<file path="config.mk">
export PLATFORM = sky130hd
export DESIGN_NAME = thread_regfile_bank
export DESIGN_NICKNAME = d
export VERILOG_FILES = /design/src/rtl/gpu_pkg.sv /design/src/rtl/thread_regfile.sv /design/src/rtl/thread_regfile_bank.sv
export SDC_FILE = /design/constraint.sdc
export NUM_CORES = 1
export LEC_CHECK = 0
export CAP_MARGIN = 20
export CORE_MARGIN = 2
export CORE_UTILIZATION = 45
export DETAILED_ROUTE_END_ITERATION = 7
export PLACE_DENSITY = 0.6
export SETUP_SLACK_MARGIN = 0.2
export SYNTH_ARGS = -nofsm -noshare
export SYNTH_HDL_FRONTEND = slang
export SYNTH_SLANG_ARGS = --single-unit
</file>
<file path="constraint.sdc">
create_clock -name clk -period 7.1 [get_ports clk]
set_input_delay 1.42 -clock clk [delete_from_list [all_inputs] [get_ports clk]]
set_output_delay 1.42 -clock clk [all_outputs]
set_load 0.005 [all_outputs]
</file>
<file path="src/rtl/gpu_pkg.sv">
// Shared encodings for the core FSM state and the register-write source select.
// Used by every block that decodes core_state or dec_reg_input_mux.
package gpu_pkg;

  typedef enum logic [2:0] {
    REQUEST = 3'b011,
    UPDATE  = 3'b110
  } core_state_e;

  typedef enum logic [1:0] {
    ARITHMETIC = 2'b00,
    CONSTANT   = 2'b01,
    MEMORY     = 2'b10,
    NONE       = 2'b11
  } reg_input_mux_e;

endpackage

</file>
<file path="src/rtl/thread_regfile.sv">
// One thread's register file: GP storage plus read-only block ID / block dim / thread ID.
// Reads register in 1 cycle during REQUEST; writes land on the UPDATE edge. THREAD_REGFILE_ZERO_REG_EN hardwires r0 to 0.
module thread_regfile #(
  parameter  int DATA_BITS = 8,
  parameter  int NUM_REGS  = 16,
  parameter  int THREAD_ID = 0,
  localparam int ADDR_BITS = $clog2(NUM_REGS)
) (
  input  logic                 clk_i,
  input  logic                 reset_i,
  input  logic                 enable_i,
  input  logic                 active_i,
  input  logic [2:0]           core_state_i,
  input  logic                 write_en_i,
  input  logic [1:0]           input_mux_i,
  input  logic [ADDR_BITS-1:0] rs_addr_i,
  input  logic [ADDR_BITS-1:0] rt_addr_i,
  input  logic [ADDR_BITS-1:0] rd_addr_i,
  input  logic [DATA_BITS-1:0] imm_i,
  input  logic [DATA_BITS-1:0] alu_out_i,
  input  logic [DATA_BITS-1:0] lsu_out_i,
  input  logic [DATA_BITS-1:0] block_id_i,
  input  logic [DATA_BITS-1:0] block_dim_i,
  output logic [DATA_BITS-1:0] rs_o,
  output logic [DATA_BITS-1:0] rt_o
);
  import gpu_pkg::*;

  localparam int                   GP_REGS = NUM_REGS - 3;
  localparam logic [ADDR_BITS-1:0] BID_IDX = ADDR_BITS'(NUM_REGS - 3);
  localparam logic [ADDR_BITS-1:0] DIM_IDX = ADDR_BITS'(NUM_REGS - 2);

  logic [DATA_BITS-1:0] regs_q [GP_REGS];
  logic [DATA_BITS-1:0] rs_q, rs_d;
  logic [DATA_BITS-1:0] rt_q, rt_d;
  logic [DATA_BITS-1:0] wr_dat;
  logic                 wr_vld;
  logic                 rd_fire;

  // The three top indices are specials; everything below BID_IDX is GP storage.
  function automatic logic [DATA_BITS-1:0] read_reg(input logic [ADDR_BITS-1:0] a);
    if (a == BID_IDX)      return block_id_i;
    else if (a == DIM_IDX) return block_dim_i;
    else if (a > DIM_IDX)  return DATA_BITS'(THREAD_ID);
`ifdef THREAD_REGFILE_ZERO_REG_EN
    else if (a == '0)      return '0;
`endif
    else                   return regs_q[a];
  endfunction

  always_comb begin
    rd_fire = enable_i && active_i && (core_state_i == REQUEST);
    rs_d    = rd_fire ? read_reg(rs_addr_i) : rs_q;
    rt_d    = rd_fire ? read_reg(rt_addr_i) : rt_q;

    wr_dat = alu_out_i;
    wr_vld = 1'b0;
    case (input_mux_i)
      ARITHMETIC: begin wr_dat = alu_out_i; wr_vld = 1'b1; end
      CONSTANT:   begin wr_dat = imm_i;     wr_vld = 1'b1; end
      MEMORY:     begin wr_dat = lsu_out_i; wr_vld = 1'b1; end
      default:    wr_vld = 1'b0;
    endcase
    if (!(enable_i && active_i && (core_state_i == UPDATE) && write_en_i && (rd_addr_i < BID_IDX)))
      wr_vld = 1'b0;
`ifdef THREAD_REGFILE_ZERO_REG_EN
    if (rd_addr_i == '0) wr_vld = 1'b0;
`endif
  end

  always_ff @(posedge clk_i) begin
    if (reset_i) begin
      for (int i = 0; i < GP_REGS; i++) regs_q[i] <= '0;
      rs_q <= '0;
      rt_q <= '0;
    end else begin
      rs_q <= rs_d;
      rt_q <= rt_d;
      if (wr_vld) regs_q[rd_addr_i] <= wr_dat;
    end
  end

  assign rs_o = rs_q;
  assign rt_o = rt_q;

endmodule

</file>
<file path="src/rtl/thread_regfile_bank.sv">
// Bank of NUM_THREADS register files sharing one decoder; holds the dispatch latch (block ID, mask popcount).
// Read data is registered (1 cycle); no backpressure. THREAD_REGFILE_ZERO_REG_EN hardwires r0 to 0.
module thread_regfile_bank #(
  parameter  int NUM_THREADS = 4,
  parameter  int DATA_BITS   = 8,
  parameter  int NUM_REGS    = 16,
  localparam int ADDR_BITS   = $clog2(NUM_REGS)
) (
  input  logic                                  clk,
  input  logic                                  reset,
  input  logic                                  enable,
  input  logic                                  dispatch,
  input  logic [DATA_BITS-1:0]                  block_id,
  input  logic [NUM_THREADS-1:0]                thread_mask,
  input  logic [2:0]                            core_state,
  input  logic                                  dec_reg_write_en,
  input  logic [1:0]                            dec_reg_input_mux,
  input  logic [ADDR_BITS-1:0]                  dec_rs_address,
  input  logic [ADDR_BITS-1:0]                  dec_rt_address,
  input  logic [ADDR_BITS-1:0]                  dec_rd_address,
  input  logic [DATA_BITS-1:0]                  dec_imm,
  input  logic [NUM_THREADS-1:0][DATA_BITS-1:0] alu_out,
  input  logic [NUM_THREADS-1:0][DATA_BITS-1:0] lsu_out,
  output logic [NUM_THREADS-1:0][DATA_BITS-1:0] rs,
  output logic [NUM_THREADS-1:0][DATA_BITS-1:0] rt,
  output logic [DATA_BITS-1:0]                  block_dim
);
  import gpu_pkg::*;

  logic [DATA_BITS-1:0] block_id_q;
  logic [DATA_BITS-1:0] block_dim_q;
  logic [DATA_BITS-1:0] block_dim_d;

  always_comb begin
    block_dim_d = '0;
    for (int t = 0; t < NUM_THREADS; t++) block_dim_d = block_dim_d + DATA_BITS'(thread_mask[t]);
  end

  always_ff @(posedge clk) begin
    if (reset) begin
      block_id_q  <= '0;
      block_dim_q <= DATA_BITS'(NUM_THREADS);
    end else if (enable && dispatch) begin
      block_id_q  <= block_id;
      block_dim_q <= block_dim_d;
    end
  end

  assign block_dim = block_dim_q;

  for (genvar t = 0; t < NUM_THREADS; t++) begin : g_thread
    thread_regfile #(
      .DATA_BITS(DATA_BITS),
      .NUM_REGS (NUM_REGS),
      .THREAD_ID(t)
    ) u_rf (
      .clk_i       (clk),
      .reset_i     (reset),
      .enable_i    (enable),
      .active_i    (thread_mask[t]),
      .core_state_i(core_state),
      .write_en_i  (dec_reg_write_en),
      .input_mux_i (dec_reg_input_mux),
      .rs_addr_i   (dec_rs_address),
      .rt_addr_i   (dec_rt_address),
      .rd_addr_i   (dec_rd_address),
      .imm_i       (dec_imm),
      .alu_out_i   (alu_out[t]),
      .lsu_out_i   (lsu_out[t]),
      .block_id_i  (block_id_q),
      .block_dim_i (block_dim_q),
      .rs_o        (rs[t]),
      .rt_o        (rt[t])
    );
  end

endmodule

</file>
# Word level (Yosys, flattened, before mapping)

Memory sizes are Yosys's and may differ from the RTL's.
Index checks and enable logic that the tools add are counted.

Memory bits (writable): 416
Input port bits: 106
Memories kept: 4
Flip-flop bits (word level): 80

Reduce and logical (&&, ||, !) cells: 27
Magnitude comparators: 3
Equality and inequality tests: 8
Multiplexer cells: 59
Add/sub/neg operators: 3

Memory list:

| name                    | words | width | rd ports | clocked after memory_dff | write ports | RTL line             | source |
|---|---|---|---|---|---|---|---|
| g_thread[0].u_rf.regs_q | 13    | 8     | 2        | 0                        | 13          | thread_regfile.sv:33 | `logic [DATA_BITS-1:0] regs_q [GP_REGS];` |
| g_thread[1].u_rf.regs_q | 13    | 8     | 2        | 0                        | 13          | thread_regfile.sv:33 |  |
| g_thread[2].u_rf.regs_q | 13    | 8     | 2        | 0                        | 13          | thread_regfile.sv:33 |  |
| g_thread[3].u_rf.regs_q | 13    | 8     | 2        | 0                        | 13          | thread_regfile.sv:33 |  |

Operators by type and width:

| kind                                                                  | number |
|---|---|
| 8-bit 2-to-1 mux                                                      | 28 |
| 8-bit case mux with 2 select lines                                    | 4 |
| 8-bit OR reduction                                                    | 4 |
| 1-bit 2-to-1 mux                                                      | 23 |
| 1-bit logical AND                                                     | 21 |
| 4-bit equality test, second input constant                            | 4 |
| 4-bit 2-to-1 mux                                                      | 4 |
| 4-bit > comparator, second input constant                             | 2 |
| 3-bit by 1-bit adder with 4-bit output                                | 1 |
| 4-bit < comparator, second input constant                             | 1 |
| 2-bit by 1-bit adder with 3-bit output                                | 1 |
| 3-bit by 2-bit equality test with 1-bit output, second input constant | 1 |
| 3-bit equality test, second input constant                            | 1 |
| 3-bit OR reduction                                                    | 1 |
| 1-bit by 1-bit adder with 2-bit output                                | 1 |
| 2-bit by 1-bit equality test with 1-bit output, second input constant | 1 |
| 2-bit equality test, second input constant                            | 1 |
| 2-bit zero test                                                       | 1 |

# Logic depth before layout (Yosys ltp)

Depth after elaboration: 10
Mapped depth: 9
Gate-level depth less buffers: 7

# Hierarchy

A second synthesis with hierarchy kept.

Cells, all modules: 2319
Area, all modules: 27790.4 um^2

By module, submodules not included:

| module                             | sequential area each (um^2) | area each (um^2) | instances | cells an instance |
|---|---|---|---|---|
| thread_regfile at g_thread[0].u_rf | 3593.4                      | 7011.7           | 1         | 596 |
| thread_regfile at g_thread[2].u_rf | 3563.4                      | 6866.6           | 1         | 555 |
| thread_regfile at g_thread[3].u_rf | 3533.4                      | 6701.4           | 1         | 565 |
| thread_regfile at g_thread[1].u_rf | 3443.3                      | 6598.8           | 1         | 540 |
| thread_regfile_bank                | 220.2                       | 611.8            | 1         | 63 |

# Worst setup path before layout

No wires, ideal clock.

Kind: input to register
From: input dec_reg_input_mux[0]
To: memory g_thread[3].u_rf.regs_q[0][0], enable pin
Arrival time: 2964 ps
Stages on the path: 7
Data required time: 6770 ps
Path buffers: 1
Path slack: 3806 ps
Library setup time: 330 ps
Path through: ha_1 and4bb_1 nand2_1 nor3_2 buf_2 nand3_1 nand2_1

RTL lines:

| what            | RTL line                  | source |
|---|---|---|
| start, declared | thread_regfile_bank.sv:17 | `input logic [1:0] dec_reg_input_mux,` |
| end, declared   | thread_regfile.sv:33      |  |

==> flow_metrics.tcl <==
set metrics [dict create \
    status "completed" \
    p_leak_nw 10.3 \
    clkPwrFrac 0.406 \
    layout-drive-gt1-share 0.160 \
    nNetsFinal 2330 \
    start_util 0.454 \
    comb_power_share 0.125 \
    grt_util_all_layers 0.292 \
    first_pass_iters 6 \
    ys_warn_count 0 \
    drt_wl_total_mm 85.8 \
    fp.dieW_um 242 \
    worstPathBufferInverterCount 1 \
    path_cells "clkdlybuf4s50_1 > ha_1 > and4bb_1 > nand4b_1 > nor2_1 > nand2_1 > nand2_1" \
    p_per_area_nw_per_um2 245 \
    netlist.area_leader.share 0.501 \
    grt_pass1_wl_mm 125 \
    synth-seq-cells 501 \
    worstSetupEndpointType "flip-flop" \
    synthTopCellsByArea "edfxtp_1 (50%), mux4_2 (17%), nor2_1 (7.1%)" \
    portBuffers 172 \
    hp-class "flip-flop to flip-flop" \
    yosysTopAreaCell "edfxtp_1" \
    yosysSeqAreaShare 0.560 \
    cts-root-buf "clkbuf_16" \
    async_reset_ff_frac 0 \
    fin_skew_ns 0.0167 \
    ant_nets 0 \
    critical_path.max_fanout 9 \
    slowest_delay_ns 0.82 \
    cts_hold_buf 0 \
    cp_common_cell "nand2_1" \
    synthesis.area_um2 25500 \
    worstSetupPathType "primary input to flip-flop" \
    drt_iter0_markers 2558 \
    power.internal_mw 5.44 \
    worstPathRequired_ns 7.36 \
    antenna_found_initial 3 \
    synth.avg_cell_area_um2 12.2 \
    tightest_slew_ns 1.23 \
    synthCells 2094 \
    synth_edf_count 426 \
    fmax_ghz 0.238 \
    clock_path_buffers 3 \
    cp_top_family "simple AND/OR/NAND/NOR gates" \
    pwr-share-seq 0.470 \
    cts_buffers 53 \
    synth_cell_types 62 \
    synth_ff_type "edfxtp_1" \
    ios 178 \
    dp_slack_ns 2.40 \
    crit_start "dec_reg_input_mux[0]" \
    critical_path_arrival_ns 4.47 \
    grt_max_degree 65 \
    power_switching_mw 1.83 \
    syn2layout_area_growth_pct 16.4 \
    fin_tns_setup_ns 0 \
    dieHeight_um 242 \
    vias_per_cell 6.28 \
    fin_crit_ns 4.21 \
    grt-ovfl-total 0 \
    cts_tree "yes" \
    grt_pass1_vias 18600 \
    fin_crit_sh 0.593 \
    drc_errors 0 \
    die-area_um2 58700 \
    finalHoldViolations 0 \
    setup-violations-final 0 \
    rsz0062_at_grt "no" \
    rows 87 \
    vias 19000 \
    start_kind "primary input" \
    hpwl_mm 59.5 \
    ir_drop_uv 204 \
    post_cts_resized 0 \
    htree_levels 2 \
    min_from "g_thread[1].u_rf.rs_o[3]$_SDFFE_PP0P_" \
    clkLatencyLatePin_ns 0.61 \
    cpMaxStageDelayCell "nor2_1" \
    max_slew_margin 0.183 \
    fin_ws_ns 2.89 \
    swShare 0.251 \
    clkTransAtPathRegs_ns 0.06 \
    cts_setup_buffers 0 \
    gp_congestion 0.888 \
    cts.sinks 501 \
    drv_cap 0 \
    avgRoutedWirePerCell_um 28.4 \
    drv_slew 0 \
    r2r-start "block_dim[1]$_SDFFE_PP0P_" \
    core_um2 56300 \
]
## worst min-delay path: cells and delay by family, from the launching register on
kind             cells  cell delay (ns)
AND/OR/NAND/NOR      1             0.05
flip-flops           1             0.31
AO/OA/AOI/OAI        1             0.05
## path summary, 6_finish.rpt
| kind | to | slack, ns | cells after the start |
|---|---|---|---|
| worst min register to register | g_thread[1].u_rf.rs_o[3]$_SDFFE_PP0P_ | 0.45 | 2 |
| worst min-delay path | g_thread[1].u_rf.rs_o[3]$_SDFFE_PP0P_ | 0.45 | 2 |
| worst max-delay path | g_thread[3].u_rf.regs_q[6][4]$_SDFFCE_PN0P_ | 2.89 | 7 |
| worst max register to register | g_thread[0].u_rf.rs_o[1]$_SDFFE_PP0P_ | 5.00 | 5 |
## power groups by stage
stage	clock, mW	sequential, mW	combinational [mW]
2_1_floorplan	0	3.43	0.552
3_3_place_gp	0	3.47	0.880
3_5_place_dp	0	3.47	0.886
4_1_cts	2.97	3.41	0.891
5_1_grt	3.09	3.43	0.946
6_report	2.95	3.42	0.905
## synth_stat cells, drive strengths merged (4+ instances only)
library cell	instances
and2	17
mux2i	38
o221ai	4
ha	5
o22ai	7
nor3	10
a22o	14
a221oi	30
edfxtp	426
nand2b	7
o41ai	4
o21ai	18
clkbuf	94
o31ai	33
o32ai	4
nand3	25
inv	31
and3	36
dfxtp	75
a31oi	7
nand2	274
nand4	4
nand4b	4
mux4	195
a211oi	9
a21oi	102
nor2b	10
mux2	10
nor2	486
buf	73
## flip-flops by register name, summed over array words and instances (netlist names)
| signal | flops |
|---|---|
| block_id_q | 8 |
| block_dim | 3 |
| g_thread.u_rf.rs_o | 32 |
| g_thread.u_rf.regs_q | 426 |
| g_thread.u_rf.rt_o | 32 |
## stage by stage
step / util / instance area, um^2 / power [mW] / hold WS, ns / cells
after floorplan: - / 25600 / 3.98 / 0.444 / 2108
after global placement: 0.495 / 27900 / 4.35 / 0.450 / 2916
after global routing: 0.528 / 29700 / 7.47 / 0.483 / 3020
final: 0.528 / 29700 / 7.27 / 0.454 / 3020
after detailed placement: 0.495 / 27900 / 4.36 / 0.444 / 2917
after CTS: 0.528 / 29700 / 7.28 / 0.456 / 3017
## metal layers
| layer | track usage | routed length (um) | vias to the layer above |
|---|---|---|---|
| met5 | 0 | 13 | - |
| met4 | 0.130 | 4110 | 2 |
| met3 | 0.0646 | 8910 | 204 |
| met2 | 0.464 | 39900 | 1140 |
| met1 | 0.385 | 32800 | 9573 |
| li1 | - | - | 8035 |
## placed cells by master, fill, tap and decap left out, types with 14 or more instances in the layout
cell             count
nor2_1             486
edfxtp_1           426
nand2_1            274
mux4_2             195
clkdlybuf4s50_1    166
a21oi_1             91
dfxtp_1             75
clkbuf_16           55
buf_4               49
mux2i_1             38
and3_1              36
o31ai_1             33
a221oi_1            30
inv_1               28
nand3_1             25
and2_1              17
conb_1              15
clkinv_2            15
a22o_1              14
clkbuf_1            14
## logic make-up after synthesis
kind of cell	count (synthesis)	share of synthesized area
buf+inv	200	0.0367
simple gates	887	0.143
mux	243	0.191
flops	501	0.560
other cells	1	0.000147
compound gates	256	0.0665
fa+ha+maj	6	0.00323
## final cells by class
cell class                 count  area [um^2]
multi-input combinational   1407        10400
inverter                      33          124
antenna                        1         2.50
tap                          756          946
clock inverter                30          380
clock buffer                  70         1440
fill                        4784        26500
sequential                   501        14300
timing repair buffer         222         2130
Note: power is estimated with default switching activity, not from simulation.
